### src/rtl/router_pkg.sv
// Shared types and helpers for the 1-to-N packet router.
package router_pkg;
  typedef enum logic [1:0] {
    ST_IDLE    = 2'd0,
    ST_PAYLOAD = 2'd1,
    ST_PARITY  = 2'd2,
    ST_DROP    = 2'd3
  } state_e;

  function automatic int clog2(input int n);
    int r;
    r = 0;
    while ((1 << r) < n) r++;
    return r;
  endfunction
endpackage

### src/rtl/router_if.sv
// Source-side stream plus per-port reader signals of the router.
interface router_if #(parameter int DATA_W = 8, parameter int NUM_PORTS = 3);
  logic [DATA_W-1:0]           data;
  logic                        packet_valid;
  logic                        suspend_data;
  logic                        err;
  logic                        drop;
  logic [NUM_PORTS-1:0]        read_enb;
  logic [NUM_PORTS-1:0]        vld_out;
  logic [NUM_PORTS*DATA_W-1:0] data_out;
  logic [NUM_PORTS-1:0]        timeout;

  modport master (output data, packet_valid, read_enb,
                  input  suspend_data, err, drop, vld_out, data_out, timeout);
  modport slave  (input  data, packet_valid, read_enb,
                  output suspend_data, err, drop, vld_out, data_out, timeout);
endinterface

### src/rtl/router_fifo.sv
// Per-port FIFO: synchronous write, registered read, flush clears pointers only.
module router_fifo import router_pkg::*; #(
  parameter int DATA_W     = 8,
  parameter int FIFO_DEPTH = 16
) (
  input  logic              clock,
  input  logic              reset,
  input  logic              wr_en,
  input  logic              rd_en,
  input  logic              flush,
  input  logic [DATA_W-1:0] wr_data,
  output logic [DATA_W-1:0] rd_data,
  output logic              full,
  output logic              empty
);
  localparam int AW = clog2(FIFO_DEPTH);
  localparam logic [AW:0] ONE = (AW+1)'(1);

  logic [DATA_W-1:0] mem [FIFO_DEPTH];
  logic [AW:0]       wptr, rptr;

  // extra wrap bit distinguishes full from empty
  assign empty = (wptr == rptr);
  assign full  = (wptr[AW] != rptr[AW]) && (wptr[AW-1:0] == rptr[AW-1:0]);

  always_ff @(posedge clock or posedge reset) begin
    if (reset) begin
      wptr    <= '0;
      rptr    <= '0;
      rd_data <= '0;
    end else if (flush) begin
      wptr <= '0;
      rptr <= '0;
    end else begin
      if (wr_en && !full) wptr <= wptr + ONE;
      if (rd_en && !empty) begin
        rd_data <= mem[rptr[AW-1:0]];
        rptr    <= rptr + ONE;
      end
    end
  end

  always_ff @(posedge clock)
    if (wr_en && !full && !flush) mem[wptr[AW-1:0]] <= wr_data;
endmodule

### src/rtl/router_1xn.sv
// 1-to-N byte-serial packet router: header steering, parity check, per-port stall flush.
module router_1xn import router_pkg::*; #(
  parameter int DATA_W     = 8,
  parameter int NUM_PORTS  = 3,
  parameter int ADDR_W     = 2,
  parameter int FIFO_DEPTH = 16,
  parameter int TIMEOUT    = 30
) (
  input logic     clock,
  input logic     reset,
  router_if.slave bus
);
  localparam int LW = DATA_W - ADDR_W;
  localparam int CW = LW + 1;
  localparam int TW = clog2(TIMEOUT + 1);
  localparam int NA = 1 << ADDR_W;
  localparam logic [CW-1:0] ONE = CW'(1);

  state_e                             state;
  logic [ADDR_W-1:0]                  dest;
  logic [CW-1:0]                      count;
  logic [DATA_W-1:0]                  acc;
  logic                               err_q, drop_q;
  logic [NUM_PORTS-1:0]               full, empty, wr_en, flush, tpulse;
  logic [NUM_PORTS-1:0][DATA_W-1:0]   rd_data;
  logic [NUM_PORTS-1:0][TW-1:0]       tcnt;
  logic [NA-1:0]                      full_x, flush_x;
  logic [ADDR_W-1:0]                  hdr_addr, wr_port;
  logic [LW-1:0]                      hdr_len;
  logic                               addr_ok, suspend, accept, wr_any;

  assign hdr_addr = bus.data[ADDR_W-1:0];
  assign hdr_len  = bus.data[DATA_W-1:ADDR_W];
  assign addr_ok  = int'(hdr_addr) < NUM_PORTS;
  assign full_x   = NA'(full);
  assign flush_x  = NA'(flush);

  always_comb begin
    suspend = 1'b0;
    case (state)
      ST_IDLE:               suspend = bus.packet_valid && addr_ok && full_x[hdr_addr];
      ST_PAYLOAD, ST_PARITY: suspend = full_x[dest];
      default:               suspend = 1'b0;
    endcase
  end

  assign accept  = bus.packet_valid && !suspend;
  assign wr_port = (state == ST_IDLE) ? hdr_addr : dest;
  assign wr_any  = accept && ((state == ST_IDLE && addr_ok) ||
                              state == ST_PAYLOAD || state == ST_PARITY);

  for (genvar p = 0; p < NUM_PORTS; p++) begin : g_port
    assign wr_en[p] = wr_any && (int'(wr_port) == p);
    assign flush[p] = !empty[p] && !bus.read_enb[p] && (tcnt[p] == TW'(TIMEOUT - 1));

    router_fifo #(.DATA_W(DATA_W), .FIFO_DEPTH(FIFO_DEPTH)) u_fifo (
      .clock   (clock),
      .reset   (reset),
      .wr_en   (wr_en[p]),
      .rd_en   (bus.read_enb[p]),
      .flush   (flush[p]),
      .wr_data (bus.data),
      .rd_data (rd_data[p]),
      .full    (full[p]),
      .empty   (empty[p])
    );

    // counts consecutive cycles a non-empty port goes unread
    always_ff @(posedge clock or posedge reset) begin
      if (reset) begin
        tcnt[p]   <= '0;
        tpulse[p] <= 1'b0;
      end else begin
        tpulse[p] <= flush[p];
        if (flush[p] || empty[p] || bus.read_enb[p]) tcnt[p] <= '0;
        else                                         tcnt[p] <= tcnt[p] + TW'(1);
      end
    end
  end

  always_ff @(posedge clock or posedge reset) begin
    if (reset) begin
      state  <= ST_IDLE;
      dest   <= '0;
      count  <= '0;
      acc    <= '0;
      err_q  <= 1'b0;
      drop_q <= 1'b0;
    end else begin
      err_q  <= 1'b0;
      drop_q <= 1'b0;
      case (state)
        ST_IDLE: if (accept) begin
          if (!addr_ok) begin
            drop_q <= 1'b1;
            count  <= {1'b0, hdr_len} + ONE;
            state  <= ST_DROP;
          end else if (flush_x[hdr_addr]) begin
            count <= {1'b0, hdr_len} + ONE;
            state <= ST_DROP;
          end else begin
            dest  <= hdr_addr;
            count <= {1'b0, hdr_len};
            acc   <= bus.data;
            state <= (hdr_len == '0) ? ST_PARITY : ST_PAYLOAD;
          end
        end
        // a flushed destination turns the rest of the packet (incl. parity) into a drop
        ST_PAYLOAD: if (flush_x[dest]) begin
          count <= accept ? count : count + ONE;
          state <= ST_DROP;
        end else if (accept) begin
          acc   <= acc ^ bus.data;
          count <= count - ONE;
          if (count == ONE) state <= ST_PARITY;
        end
        ST_PARITY: if (flush_x[dest]) begin
          count <= ONE;
          state <= accept ? ST_IDLE : ST_DROP;
        end else if (accept) begin
          err_q <= (acc ^ bus.data) != '0;
          state <= ST_IDLE;
        end
        default: if (accept) begin
          count <= count - ONE;
          if (count == ONE) state <= ST_IDLE;
        end
      endcase
    end
  end

  assign bus.suspend_data = suspend;
  assign bus.err          = err_q;
  assign bus.drop         = drop_q;
  assign bus.vld_out      = ~empty;
  assign bus.data_out     = rd_data;
  assign bus.timeout      = tpulse;
endmodule
### src/flat_wrapper.sv
// flat-port wrapper written by rule: the top's interface ports become plain ports
module router_1xn_flat import router_pkg::*;
#(
  parameter int DATA_W     = 8,
  parameter int NUM_PORTS  = 3,
  parameter int ADDR_W     = 2,
  parameter int FIFO_DEPTH = 16,
  parameter int TIMEOUT    = 30
)
  (clock, reset, bus_data, bus_packet_valid, bus_read_enb, bus_suspend_data, bus_err, bus_drop, bus_vld_out, bus_data_out, bus_timeout);
  router_if #(.DATA_W(DATA_W), .NUM_PORTS(NUM_PORTS)) bus_i ();
  input logic clock;
  input logic reset;
  input wire logic [$bits(bus_i.data)-1:0] bus_data;
  input wire logic [$bits(bus_i.packet_valid)-1:0] bus_packet_valid;
  input wire logic [$bits(bus_i.read_enb)-1:0] bus_read_enb;
  output wire logic [$bits(bus_i.suspend_data)-1:0] bus_suspend_data;
  output wire logic [$bits(bus_i.err)-1:0] bus_err;
  output wire logic [$bits(bus_i.drop)-1:0] bus_drop;
  output wire logic [$bits(bus_i.vld_out)-1:0] bus_vld_out;
  output wire logic [$bits(bus_i.data_out)-1:0] bus_data_out;
  output wire logic [$bits(bus_i.timeout)-1:0] bus_timeout;
  assign bus_i.data = bus_data;
  assign bus_i.packet_valid = bus_packet_valid;
  assign bus_i.read_enb = bus_read_enb;
  assign bus_suspend_data = bus_i.suspend_data;
  assign bus_err = bus_i.err;
  assign bus_drop = bus_i.drop;
  assign bus_vld_out = bus_i.vld_out;
  assign bus_data_out = bus_i.data_out;
  assign bus_timeout = bus_i.timeout;
  router_1xn #(.DATA_W(DATA_W), .NUM_PORTS(NUM_PORTS), .ADDR_W(ADDR_W), .FIFO_DEPTH(FIFO_DEPTH), .TIMEOUT(TIMEOUT)) u_core (.clock(clock), .reset(reset), .bus(bus_i));
endmodule
### config.mk
export PLATFORM = sky130hd
export DESIGN_NAME = router_1xn_flat
export DESIGN_NICKNAME = d
export VERILOG_FILES = /design/src/rtl/router_pkg.sv /design/src/rtl/router_if.sv /design/src/rtl/router_fifo.sv /design/src/rtl/router_1xn.sv /design/src/flat_wrapper.sv
export SDC_FILE = /design/constraint.sdc
export NUM_CORES = 1
export LEC_CHECK = 0
export BUFFER_PORTS_ARGS = -buffer_cell sky130_fd_sc_hd__buf_2
export CAP_MARGIN = 40
export CORE_UTILIZATION = 36
export CTS_CLUSTER_SIZE = 24
export DETAILED_ROUTE_END_ITERATION = 6
export GPL_TIMING_DRIVEN = 0
export HOLD_SLACK_MARGIN = 0.08
export PLACE_DENSITY = 0.62
export SLEW_MARGIN = 20
export SYNTH_ARGS = -nofsm -noshare
export SYNTH_HDL_FRONTEND = slang
export SYNTH_SLANG_ARGS = --single-unit
### constraint.sdc
create_clock -name clock -period 3.6 [get_ports clock]
set_clock_uncertainty 0.15 [all_clocks]
set_input_delay 0.54 -clock clock [delete_from_list [all_inputs] [get_ports clock]]
set_output_delay 0.54 -clock clock [all_outputs]
set_load 0.05 [all_outputs]
==> results of run 1 <==
worst reg2reg max path: cells and delay by family (launching register included):
family	cells	cell delay, ns
AO/OA/AOI/OAI	1	0.12
AND/OR/NAND/NOR	6	1.60
XOR/XNOR	1	0.13
flip-flops	1	0.32
buffers and inverters	2	0.65
through the flow:
| stage | instances | hold slack (ns) | setup WS, ns | instance area [um2] |
|---|---|---|---|---|
| after floorplan | 1157 | 0.311 | 0.473 | 20100 |
| after global placement | 1951 | 0.313 | -1.40 | 21300 |
| after detailed placement | 1969 | 0.308 | -0.721 | 21600 |
| after CTS | 2068 | 0.147 | -0.127 | 23400 |
| after global routing | 2088 | 0.172 | 0.000936 | 23800 |
| final | 2088 | 0.184 | 0.166 | 23800 |
worst max-delay path by stage:
stage / endpoint / slack, ns / cells after the start
final: bus_suspend_data / 0.17 / 8
after global placement: u_core.g_port[1].u_fifo.mem[0][7]$_DFFE_PP_ / -1.40 / 10
after floorplan: u_core.g_port[2].u_fifo.mem[2][0]$_DFFE_PP_ / 0.47 / 9
after CTS: u_core.g_port[1].u_fifo.mem[10][4]$_DFFE_PP_ / -0.13 / 11
after global routing: u_core.g_port[0].u_fifo.mem[9][4]$_DFFE_PP_ / 0.0009 / 11
after detailed placement: u_core.g_port[2].u_fifo.mem[10][0]$_DFFE_PP_ / -0.72 / 10
power by group through the flow:
stage / Sequential [mW] / Clock [mW] / Combinational (mW)
3_3_place_gp: 7.01 / 0 / 5.84
3_5_place_dp: 7.03 / 0 / 6.06
6_report: 6.92 / 5.21 / 6.26
5_1_grt: 7.00 / 5.51 / 6.75
4_1_cts: 6.92 / 5.33 / 6.13
2_1_floorplan: 7.44 / 0 / 3.96
layout make-up:
class	instances	area, um2
fill	4889	31300
sequential	477	13900
multi-input combinational	589	6130
clock buffer	72	1450
tap	748	936
timing repair buffer	87	833
buffer	60	267
clock inverter	24	236
inverter	31	121
what timing repair did:
item                       CTS  global route
hold endpoints to repair    39             0
buffers inserted             2            11
hold buffers                 1             0
gates resized for setup     25            43
pin swaps                    1             8
setup endpoints to repair  360           372
placed cells by master (no fill, tap or decap), drive strengths merged, types with 3 or more instances in the layout:
master	count
a211oi	4
a21oi	25
a31oi	9
and2	18
and3	4
buf	119
bufinv	4
clkbuf	99
clkinv	14
dfrtp	93
edfxtp	384
ha	30
inv	36
mux2	20
mux2i	6
mux4	120
nand2	55
nand2b	7
nand3	20
nand3b	3
nand4	22
nor2	89
nor3	24
nor4	10
o21ai	26
xnor2	33
xor2	33
routing by layer:
layer	share of wire [%]	up-vias	GRT usage, %
li1	-	4786	-
met1	44	5601	21.5
met2	49	279	25.0
met3	4.9	74	2.66
met4	2.3	2	4.86
met5	0.030	-	0
state kept, by name, indices dropped and copies added, names as in the netlist:
| register | count |
|---|---|
| u_core.bus.drop | 1 |
| u_core.g_port.u_fifo.mem | 384 |
| u_core.dest | 2 |
| u_core.state | 2 |
| u_core.bus.err | 1 |
| u_core.g_port.u_fifo.rd_data | 24 |
| u_core.g_port.u_fifo.rptr | 15 |
| u_core.tcnt | 15 |
| u_core.g_port.u_fifo.wptr | 15 |
| u_core.acc | 8 |
| u_core.bus.timeout | 3 |
| u_core.count | 7 |
kinds of logic after synthesis:
| group | synth area share (%) |
|---|---|
| xor gates and xnor gates | 3.03 |
| AOI/OAI and AO/OA | 3.05 |
| adders and majority gates | 1.87 |
| muxes | 14.9 |
| and+or+nand+nor | 6.28 |
| DFF | 69.0 |
| buffers and inverters | 1.91 |
==> results.md, run 1 <==
* Outcome: finished clean
* Setup TNS at 0 ns
* Clk sink count at 477
* Synth Instances at 1157
* Critical Path RT at 2.91 ns
* Fin crit period at 3.43 ns
* Critical R2R Launch: u_core.g_port[2].u_fifo.wptr[2]$_DFFE_PP0P_
* Post-synth top area share at 57.4%
* Worst path bufs/invs at 3
* Area of the mapped netlist at 20100 um2
* PwrDens at 772 nW/um2
* R2R cell count at 10
* Synth-to-layout area growth at 18.6%
* Arrival @ worst endpoint at 2.74 ns
* DRT Pass-1 Iters at 6
* Hold/Removal Path Class: input pin to register
* WS Path Type: register to output pin
* Critical Path Max Stage Delay at 0.45 ns
* Count of cell types in the netlist at 61
* Wire per inst at 20.9 um
* Vias/cell at 5.14
* Die span in x at 238 um
* Detailed-route via count at 10700
* CTS Root Buffer Type: clkbuf_16
* CP endpoint kind: output pin
* H-tree depth at 2
* Hpwl dp at 28.8 mm
* Number of buffers inserted by port buffering at 46
* Commonest cells post-synth: 384 x edfxtp_1, 120 x mux4_2, 93 x dfrtp_1, 89 x nor2_1, 55 x nand2_1
* First-pass GRT wire length at 66.3 mm
* Core ar. at 55100 um2
* CP top delay family: simple AND/OR/NAND/NOR gates
* Reg power frac at 37.6%
* Grt ovf at 0
* Worst Hold Depth at 1
* Net switching power figure at 6.11 mW
* DRC Markers at 0
* Worst R2R Setup Slack at 0.23 ns
* Combinational share of power at 34.0%
* Critical Path Fanout Max at 10
* Startpoint Class: register
* Initial DRC Count at 902
* Crit path from: u_core.g_port[1].u_fifo.wptr[2]$_DFFE_PP0P_
* Fin. max-slew vios at 0
* Mapped Nets at 1201
* Max Clk Rate at 0.291 GHz
* CP Cell Sequence: buf_2 -> xor2_2 -> nor4_4 -> a21oi_1 -> nand4bb_1 -> clkbuf_1 -> nand2_1 -> clkbuf_4
* All-layer global routing usage at 15.5%
* Worst Tran Pin Value at 0.799 ns
* Leak pwr at 8.11 nW
* Num CTS Buffers at 51
* Final WL at 43.7 mm
* Sequential fraction of the synthesis area at 69.0%
* Synth Flop Type: edfxtp_1
* Switching share of power at 33.2%
* # diodes at 0
* Overall power at 18.4 mW
* Final hold violation count at 0
* Synth Warn # at 0
* EDFF count, synth at 384
* Number of global-route vias before repair at 10800
* Post-route antenna net violation count at 0
* Seq cells post-synth at 477
* Reg2reg end: u_core.g_port[0].u_fifo.mem[8][4]$_DFFE_PP_
* Initial Utilization at 36.5%
* RSZ-0062 raised after global routing: no
* Clock share of power at 28.3%
* Mean Syn Cell Area at 17.4 um2
* Largest net degree at the start of global routing at 55
* Hold Path Sink: u_core.g_port[2].u_fifo.mem[13][7]$_DFFE_PP_
* Core Util, Final at 43.2%
* Max stage delay cell, worst path: nor4_4
* Synth async-reset ratio at 19.5%
* Clock Path Buffers at 3
* Skew-Pair Late Insertion Delay at 0.59 ns
* RD Place Congestion at 0.793
* Tcrit/Tclk final at 95.4%
* Layout cell share with drive strength beyond 1 at 29.0%
* Worst VDD drop at 0.528 mV
* Top post-synthesis cells by area: edfxtp_1 57%, mux4_2 13%, dfrtp_1 12%
* Die area at 56700 um2
* Worst-path clk slew at 0.06 ns
* Internal power at 12.3 mW
* CTS tree: yes
* Rel. slew slack at 46.6%
* HP Start: bus_data[7]
* Setup Viol. Count Final at 0
* Max-cap viol count at 0
* Fin nets at 1341
* Number of antenna violations at the first check in global routing at 2
* Count leader, synth: edfxtp_1
* Chip height at 238 um
* Row count at 86
* Post-synth top area cell: edfxtp_1
* Boundary Pins at 47
Power figures use the tool's default switching activity.
==> run 2, diff against run 1 <==
- RECOVER_POWER: not set -> 100
==> results.md, run 2 (same netlist as run 1, synthesis figures left out) <==
* Outcome: finished, violations left (was finished clean)
* Failing checks: max-capacitance violations, max-slew violations
* Tcrit/Tclk final at 95.5% (was 95.4%)
* Setup Viol. Count Final at 0 (unchanged)
* CTS tree: yes (unchanged)
* Internal power at 12.2 mW (was 12.3 mW)
* Final hold violation count at 0 (unchanged)
* Worst-path clk slew at 0.06 ns (about the same)
* Max Clk Rate at 0.291 GHz (about the same)
* Clk sink count at 477 (unchanged)
* Core ar. at 55100 um2 (unchanged)
* Fin nets at 1341 (unchanged)
* Critical Path RT at 2.91 ns (about the same)
* Worst slack, placed at -0.721 ns (unchanged)
* H-tree depth at 2 (unchanged)
* Grt ovf at 0 (unchanged)
* Switching share of power at 33.3% (was 33.2%)
* Worst path bufs/invs at 3 (unchanged)
* Initial DRC Count at 845 (was 902)
* Worst Setup Slack, final at 0.162 ns (was 0.166 ns)
* Max reg flops at 384 (unchanged)
* Fin. max-slew vios at 86 (was 0)
* DRT Pass-1 Iters at 5 (was 6)
* Critical R2R Launch: u_core.g_port[1].u_fifo.rptr[1]$_DFFE_PP0P_ (was u_core.g_port[2].u_fifo.wptr[2]$_DFFE_PP0P_)
* Detailed-route via count at 10800 (was 10700)
* DRC Markers at 0 (unchanged)
* HP Start: bus_read_enb[0] (was bus_data[7])
* Max stage delay cell, worst path: nor4_4 (unchanged)
* Hpwl dp at 28.8 mm (unchanged)
* RD Place Congestion at 0.793 (unchanged)
* Boundary Pins at 47 (unchanged)
* Die span in x at 238 um (unchanged)
* Commonest non-fill, non-tap cell in the layout: edfxtp_1 (unchanged)
* Max-cap viol count at 2 (was 0)
* Synth-to-layout area growth at 16.8% (was 18.6%)
* Final WL at 43.8 mm (was 43.7 mm)
* Overall power at 18.2 mW (was 18.4 mW)
* WS Path Type: register to output pin (unchanged)
* Fin area at 23500 um2 (was 23800 um2)
* Skew-Pair Late Insertion Delay at 0.59 ns (about the same)
* Worst R2R Setup Slack at 0.22 ns (was 0.23 ns)
* Num CTS Buffers at 51 (unchanged)
* R2R cell count at 11 (was 10)
* Core Util, Final at 42.6% (was 43.2%)
* Leak pwr at 7.87 nW (was 8.11 nW)
* Setup TNS at 0 ns (unchanged)
* Crit. path cell count at 8 (unchanged)
* Number of global-route vias before repair at 10800 (unchanged)
* Initial Utilization at 36.5% (unchanged)
* CP endpoint kind: output pin (unchanged)
* Fin crit period at 3.44 ns (was 3.43 ns)
* Reg power frac at 38.0% (was 37.6%)
* Largest net degree at the start of global routing at 55 (unchanged)
* Crit path from: u_core.g_port[1].u_fifo.wptr[2]$_DFFE_PP0P_ (unchanged)
* CP Cell Sequence: buf_2 -> xor2_2 -> nor4_4 -> a21oi_1 -> nand4bb_1 -> clkbuf_1 -> nand2_1 -> clkbuf_4 (unchanged)
* Post-route antenna net violation count at 0 (unchanged)
* Startpoint Class: register (unchanged)
* Arrival @ worst endpoint at 2.75 ns (was 2.74 ns)
* Clock Path Buffers at 3 (unchanged)
* Clock share of power at 28.6% (was 28.3%)
* Worst Tran Pin Value at 2.03 ns (was 0.799 ns)
* Critical path endpoint: bus_suspend_data (unchanged)
* Number of buffers inserted by port buffering at 46 (unchanged)
* Die area at 56700 um2 (unchanged)
* CP top delay family: simple AND/OR/NAND/NOR gates (unchanged)
* Worst VDD drop at 0.511 mV (was 0.528 mV)
* Commonest cells after routing, fill and taps aside: 384 x edfxtp_1, 120 x mux4_2, 96 x clkbuf_1 (was 384 x edfxtp_1, 120 x mux4_2, 93 x dfrtp_1)
* CTS Root Buffer Type: clkbuf_16 (unchanged)
* Net switching power figure at 6.06 mW (was 6.11 mW)
* All-layer global routing usage at 15.5% (unchanged)
* Chip height at 238 um (unchanged)
* Critical Path Fanout Max at 10 (unchanged)
* Critical Path Max Stage Delay at 0.46 ns (was 0.45 ns)
* Combinational share of power at 33.4% (was 34.0%)
* Reg2reg end: u_core.g_port[2].u_fifo.mem[3][6]$_DFFE_PP_ (was u_core.g_port[0].u_fifo.mem[8][4]$_DFFE_PP_)
* Row count at 86 (unchanged)
* RSZ-0062 raised after global routing: no (unchanged)
* First-pass GRT wire length at 66.3 mm (unchanged)
* Area after DPL at 21600 um2 (unchanged)
* Wire per inst at 21.0 um (was 20.9 um)
* Number of antenna violations at the first check in global routing at 2 (unchanged)
* Fill count at 4959 (was 4889)
* PwrDens at 777 nW/um2 (was 772 nW/um2)
* Hold/Removal Path Class: input pin to register (unchanged)
* Vias/cell at 5.17 (was 5.14)
* Layout cell share with drive strength beyond 1 at 24.3% (was 29.0%)
* Rel. slew slack at -35.6% (was 46.6%)
## run 2: cell types whose count changed in the layout (fill, tap and decap cells not counted), moves of 4 or more
cell	change
clkbuf_4	+4
clkbuf_2	+7
clkbuf_1	+58
buf_2	-42
buf_1	-5
buf_16	-5
nor2_4	-10
buf_4	-11
nor3_1	+4
buf_6	-4
nor2_2	+9
## run 2: worst min-delay path by stage
stage               depth (start not counted)  slack [ns]                                             end
floorplan                                   1        0.31                        u_core.tcnt[0]$_DFF_PP0_
CTS                                         1        0.15    u_core.g_port[2].u_fifo.mem[15][7]$_DFFE_PP_
global route                                3        0.27     u_core.g_port[0].u_fifo.wptr[3]$_DFFE_PP0P_
finish                                      3        0.24     u_core.g_port[0].u_fifo.wptr[3]$_DFFE_PP0P_
global placement                            2        0.31  u_core.g_port[2].u_fifo.rd_data[2]$_DFFE_PP0P_
detailed placement                          2        0.31  u_core.g_port[2].u_fifo.rd_data[7]$_DFFE_PP0P_
## run 2: cell type report
type / count / area [um2] / area share [%]
timing repair buffer: 87 / 592 / 2.52
buffer: 60 / 256 / 1.09
clock buffer: 72 / 1450 / 6.16
antenna: 1 / 2.50 / 0.0107
inverter: 31 / 118 / 0.501
sequential: 477 / 13900 / 59.1
tap: 748 / 936 / 3.99
clock inverter: 24 / 236 / 1.01
multi-input combinational: 589 / 6020 / 25.7
## run 2: power by group through the flow
| stage | Combinational (mW) | Clock [mW] | Sequential (mW) |
|---|---|---|---|
| floorplan | 3.96 | 0 | 7.44 |
| global placement | 5.84 | 0 | 7.01 |
| detailed placement | 6.06 | 0 | 7.03 |
| CTS | 6.13 | 5.33 | 6.92 |
| global route | 6.58 | 5.51 | 7.01 |
| finish | 6.08 | 5.21 | 6.93 |
## run 2: layer usage
metal	vias to the layer above	GRT usage (%)	routed length [um]
met4	2	4.86	1020
met5	-	0	13
met1	5614	21.5	19200
met2	317	25.0	21200
li1	4784	-	-
met3	76	2.66	2340
## run 2: repair_timing
action,in CTS,in global routing
endpoints found under the setup margin,360,372
hold endpoints to repair,39,0
cloned,0,0
buffers inserted,2,11
hold buffers,1,0
pin swaps,1,8
gates resized for setup,25,43
## run 2: through the flow
| stage | cells | hold slack [ns] |
|---|---|---|
| after floorplan | 1157 | 0.311 |
| after global placement | 1951 | 0.313 |
| after detailed placement | 1969 | 0.308 |
| after CTS | 2068 | 0.147 |
| after global routing | 2088 | 0.271 |
| final | 2089 | 0.245 |
## run 2: worst min-delay path: cells and delay by family
family	cells	cell delay, ns
buffers and inverters	1	0.13
AND/OR/NAND/NOR	2	0.24
==> run 3, diff against run 2 <==
- ABC_AREA: not set -> 1
==> results.md, run 3 <==
* Area of the mapped netlist at 20500 um2 (was 20100 um2)
* Max Clk Rate at 0.290 GHz (was 0.291 GHz)
* Leak pwr at 8.58 nW (was 7.87 nW)
* Count of cell types in the netlist at 42 (was 61)
* RSZ-0062 raised after global routing: yes (was no)
* Top post-synthesis cells by area: edfxtp_1 56%, dfrtp_1 11%, nor2_1 5.5% (was edfxtp_1 57%, mux4_2 13%, dfrtp_1 12%)
* Synth Flop Type: edfxtp_1 (unchanged)
* Die span in x at 241 um (was 238 um)
* Max-cap viol count at 1 (was 2)
* CP Cell Sequence: inv_2 -> nand2_1 -> nand2_1 -> nor2_4 -> nand2_1 -> nor2_1 -> nand2_1 -> nand3_1 -> nand2_1 -> nand2_2 -> nand2_4 -> nand2_8 -> nor2_8 -> nand4_2 -> inv_2 -> nand2_1 -> nor2_1 (was buf_2 -> xor2_2 -> nor4_4 -> a21oi_1 -> nand4bb_1 -> clkbuf_1 -> nand2_1 -> clkbuf_4)
* Tcrit/Tclk final at 95.8% (was 95.5%)
* Commonest cells post-synth: 384 x edfxtp_1, 300 x nor2_1, 223 x o21ai_0, 219 x nand2_1, 93 x dfrtp_1 (was 384 x edfxtp_1, 120 x mux4_2, 93 x dfrtp_1, 89 x nor2_1, 55 x nand2_1)
* Vias/cell at 5.28 (was 5.17)
* Core Util, Final at 42.3% (was 42.6%)
* RD Place Congestion at 0.835 (was 0.793)
* Largest net degree at the start of global routing at 68 (was 55)
* Rel. slew slack at -3.13% (was -35.6%)
* Initial Utilization at 36.4% (was 36.5%)
* Fin nets at 1962 (was 1341)
* Setup Viol. Count Final at 0 (unchanged)
* Clock Path Buffers at 3 (unchanged)
* Placed cells at 2613 (was 1969)
* Hold/Removal Path Class: input pin to register (unchanged)
* CP endpoint kind: register (was output pin)
* Startpoint Class: register (unchanged)
* Chip height at 241 um (was 238 um)
* Worst-path clk slew at 0.06 ns (about the same)
* CTS tree: yes (unchanged)
* Post-route antenna net violation count at 0 (unchanged)
* Post-synth top area share at 56.2% (was 57.4%)
* Critical Path RT at 3.67 ns (was 2.91 ns)
* Mean Syn Cell Area at 11.4 um2 (was 17.4 um2)
* Commonest cells after routing, fill and taps aside: 384 x edfxtp_1, 276 x nor2_1, 223 x o21ai_0 (was 384 x edfxtp_1, 120 x mux4_2, 96 x clkbuf_1)
* Hold slack final at 0.233 ns (was 0.245 ns)
* EDFF count, synth at 384 (unchanged)
* Initial DRC Count at 1260 (was 845)
* Critical Path Max Stage Delay at 0.61 ns (was 0.46 ns)
* Synth async-reset ratio at 19.5% (unchanged)
* Wire per inst at 19.4 um (was 21.0 um)
* Arrival @ worst endpoint at 3.52 ns (was 2.75 ns)
* Fin area at 23800 um2 (was 23500 um2)
* Failing checks: design-rule violations, max-capacitance violations, max-slew violations (was max-capacitance violations, max-slew violations)
* Non-filler cells, final at 2717 (was 2089)
* CP dominant cell by count: nand2_1
* Fin. max-slew vios at 26 (was 86)
* Final hold violation count at 0 (unchanged)
* PwrDens at 809 nW/um2 (was 777 nW/um2)
* H-tree depth at 2 (unchanged)
* Max stage delay cell, worst path: nor2_1 (was nor4_4)
* Synth-to-layout area growth at 16.1% (was 16.8%)
* DRC Markers at 2 (was 0)
* Mapped Nets at 1838 (was 1201)
* Critical Path Fanout Max at 9 (was 10)
* First-pass GRT wire length at 80.9 mm (was 66.3 mm)
* Layout cell share with drive strength beyond 1 at 12.0% (was 24.3%)
* Seq cells post-synth at 477 (unchanged)
* All-layer global routing usage at 18.2% (was 15.5%)
* Boundary Pins at 47 (unchanged)
* Worst Tran Pin Value at 1.55 ns (was 2.03 ns)
* Post-synth top area cell: edfxtp_1 (unchanged)
* Final WL at 52.8 mm (was 43.8 mm)
* Sequential fraction of the synthesis area at 67.5% (was 69.0%)
* Max reg flops at 384 (unchanged)
* CTS Root Buffer Type: clkbuf_16 (unchanged)
* Worst path bufs/invs at 2 (was 3)
* Total setup buffers inserted after CTS at 0 (was 2)
* Synth Instances at 1794 (was 1157)
* Detailed-route via count at 14400 (was 10800)
* Row count at 87 (was 86)
* Hpwl dp at 34.6 mm (was 28.8 mm)
* Number of buffers inserted by port buffering at 46 (unchanged)
* Num CTS Buffers at 50 (was 51)
* Worst VDD drop at 0.465 mV (was 0.511 mV)
* Number of antenna violations at the first check in global routing at 1 (was 2)
* DRT Pass-1 Iters at 7 (was 5)
* Count leader, synth: edfxtp_1 (unchanged)
* Clk sink count at 477 (unchanged)
* Core ar. at 56400 um2 (was 55100 um2)
* Commonest non-fill, non-tap cell in the layout: edfxtp_1 (unchanged)
* Number of global-route vias before repair at 14000 (was 10800)
* Synth Warn # at 0 (unchanged)
* Die area at 58000 um2 (was 56700 um2)
* CP top delay family: simple AND/OR/NAND/NOR gates (unchanged)
* WS Path Type: register to register (was register to output pin)
* Outcome: finished, violations left (unchanged)
* Fin crit period at 3.45 ns (was 3.44 ns)
* Skew-Pair Late Insertion Delay at 0.60 ns (was 0.59 ns)
* Setup TNS at 0 ns (unchanged)
* Grt ovf at 0 (unchanged)
* Area after DPL at 22000 um2 (was 21600 um2)
==> run 3: metal layers <==
layer  global-route usage [%]  wire length (um)
met1                     24.4             22600
met2                     30.4             25200
met3                     2.50              3590
met4                     6.44              1390
met5                        0                11
==> run 3: path summary, 6_finish.rpt <==
kind | startpoint | end | slack, ns | cells after the start
max | u_core.g_port[1].u_fifo.rptr[1]$_DFFE_PP0P_ | u_core.g_port[0].u_fifo.mem[12][5]$_DFFE_PP_ | 0.15 | 17
min in group asynchronous | reset | u_core.g_port[2].u_fifo.rd_data[6]$_DFFE_PP0P_ | 0.67 | 3
max reg2reg | u_core.g_port[1].u_fifo.rptr[1]$_DFFE_PP0P_ | u_core.g_port[0].u_fifo.mem[12][5]$_DFFE_PP_ | 0.15 | 17
min reg2reg | u_core.g_port[1].u_fifo.rptr[4]$_DFFE_PP0P_ | u_core.g_port[1].u_fifo.rptr[4]$_DFFE_PP0P_ | 0.33 | 1
max in group asynchronous | reset | u_core.dest[1]$_DFFE_PP0P_ | 0.91 | 4
min | bus_read_enb[1] | u_core.tcnt[8]$_DFF_PP0_ | 0.23 | 4
==> run 3: worst min-delay path, stage by stage <==
cell and delay (ns):
buf_2 0.09, inv_1 0.08, nand3_1 0.19, nor2_1 0.05
==> run 3: where the power goes <==
part,switching (mW),internal [mW]
Sequential,0.416,6.52
Clock,2.17,3.39
Combinational,4.87,1.92
Total,7.45,11.8
==> run 3: cell families after synthesis <==
family | share of synthesized area [%]
xor+xnor | 1.58
flops | 67.5
compound gates | 11.5
simple gates | 13.9
buf+inv | 3.67
fa+ha+maj | 1.83
==> run 3: stage by stage <==
step	setup WS (ns)	total power, mW
2_1_floorplan	0.490	11.6
3_3_place_gp	-1.27	13.6
3_5_place_dp	-0.332	13.7
4_1_cts	0.0500	19.3
5_1_grt	-0.164	20.3
6_report	0.152	19.3
==> run 3: layout make-up <==
| type | count | area (um2) |
|---|---|---|
| timing repair buffer | 72 | 460 |
| inverter | 103 | 388 |
| tap | 756 | 946 |
| clock inverter | 20 | 352 |
| multi-input combinational | 1126 | 6050 |
| sequential | 477 | 13900 |
| buffer | 88 | 367 |
| clock buffer | 74 | 1420 |
| antenna | 1 | 2.50 |
| fill | 5294 | 32500 |
==> run 3: repair_timing <==
| action | CTS | global route |
|---|---|---|
| hold buffers | 1 | 0 |
| setup endpoints to repair | 0 | 231 |
| gates resized for setup | 0 | 27 |
| hold endpoints to repair | 26 | 0 |
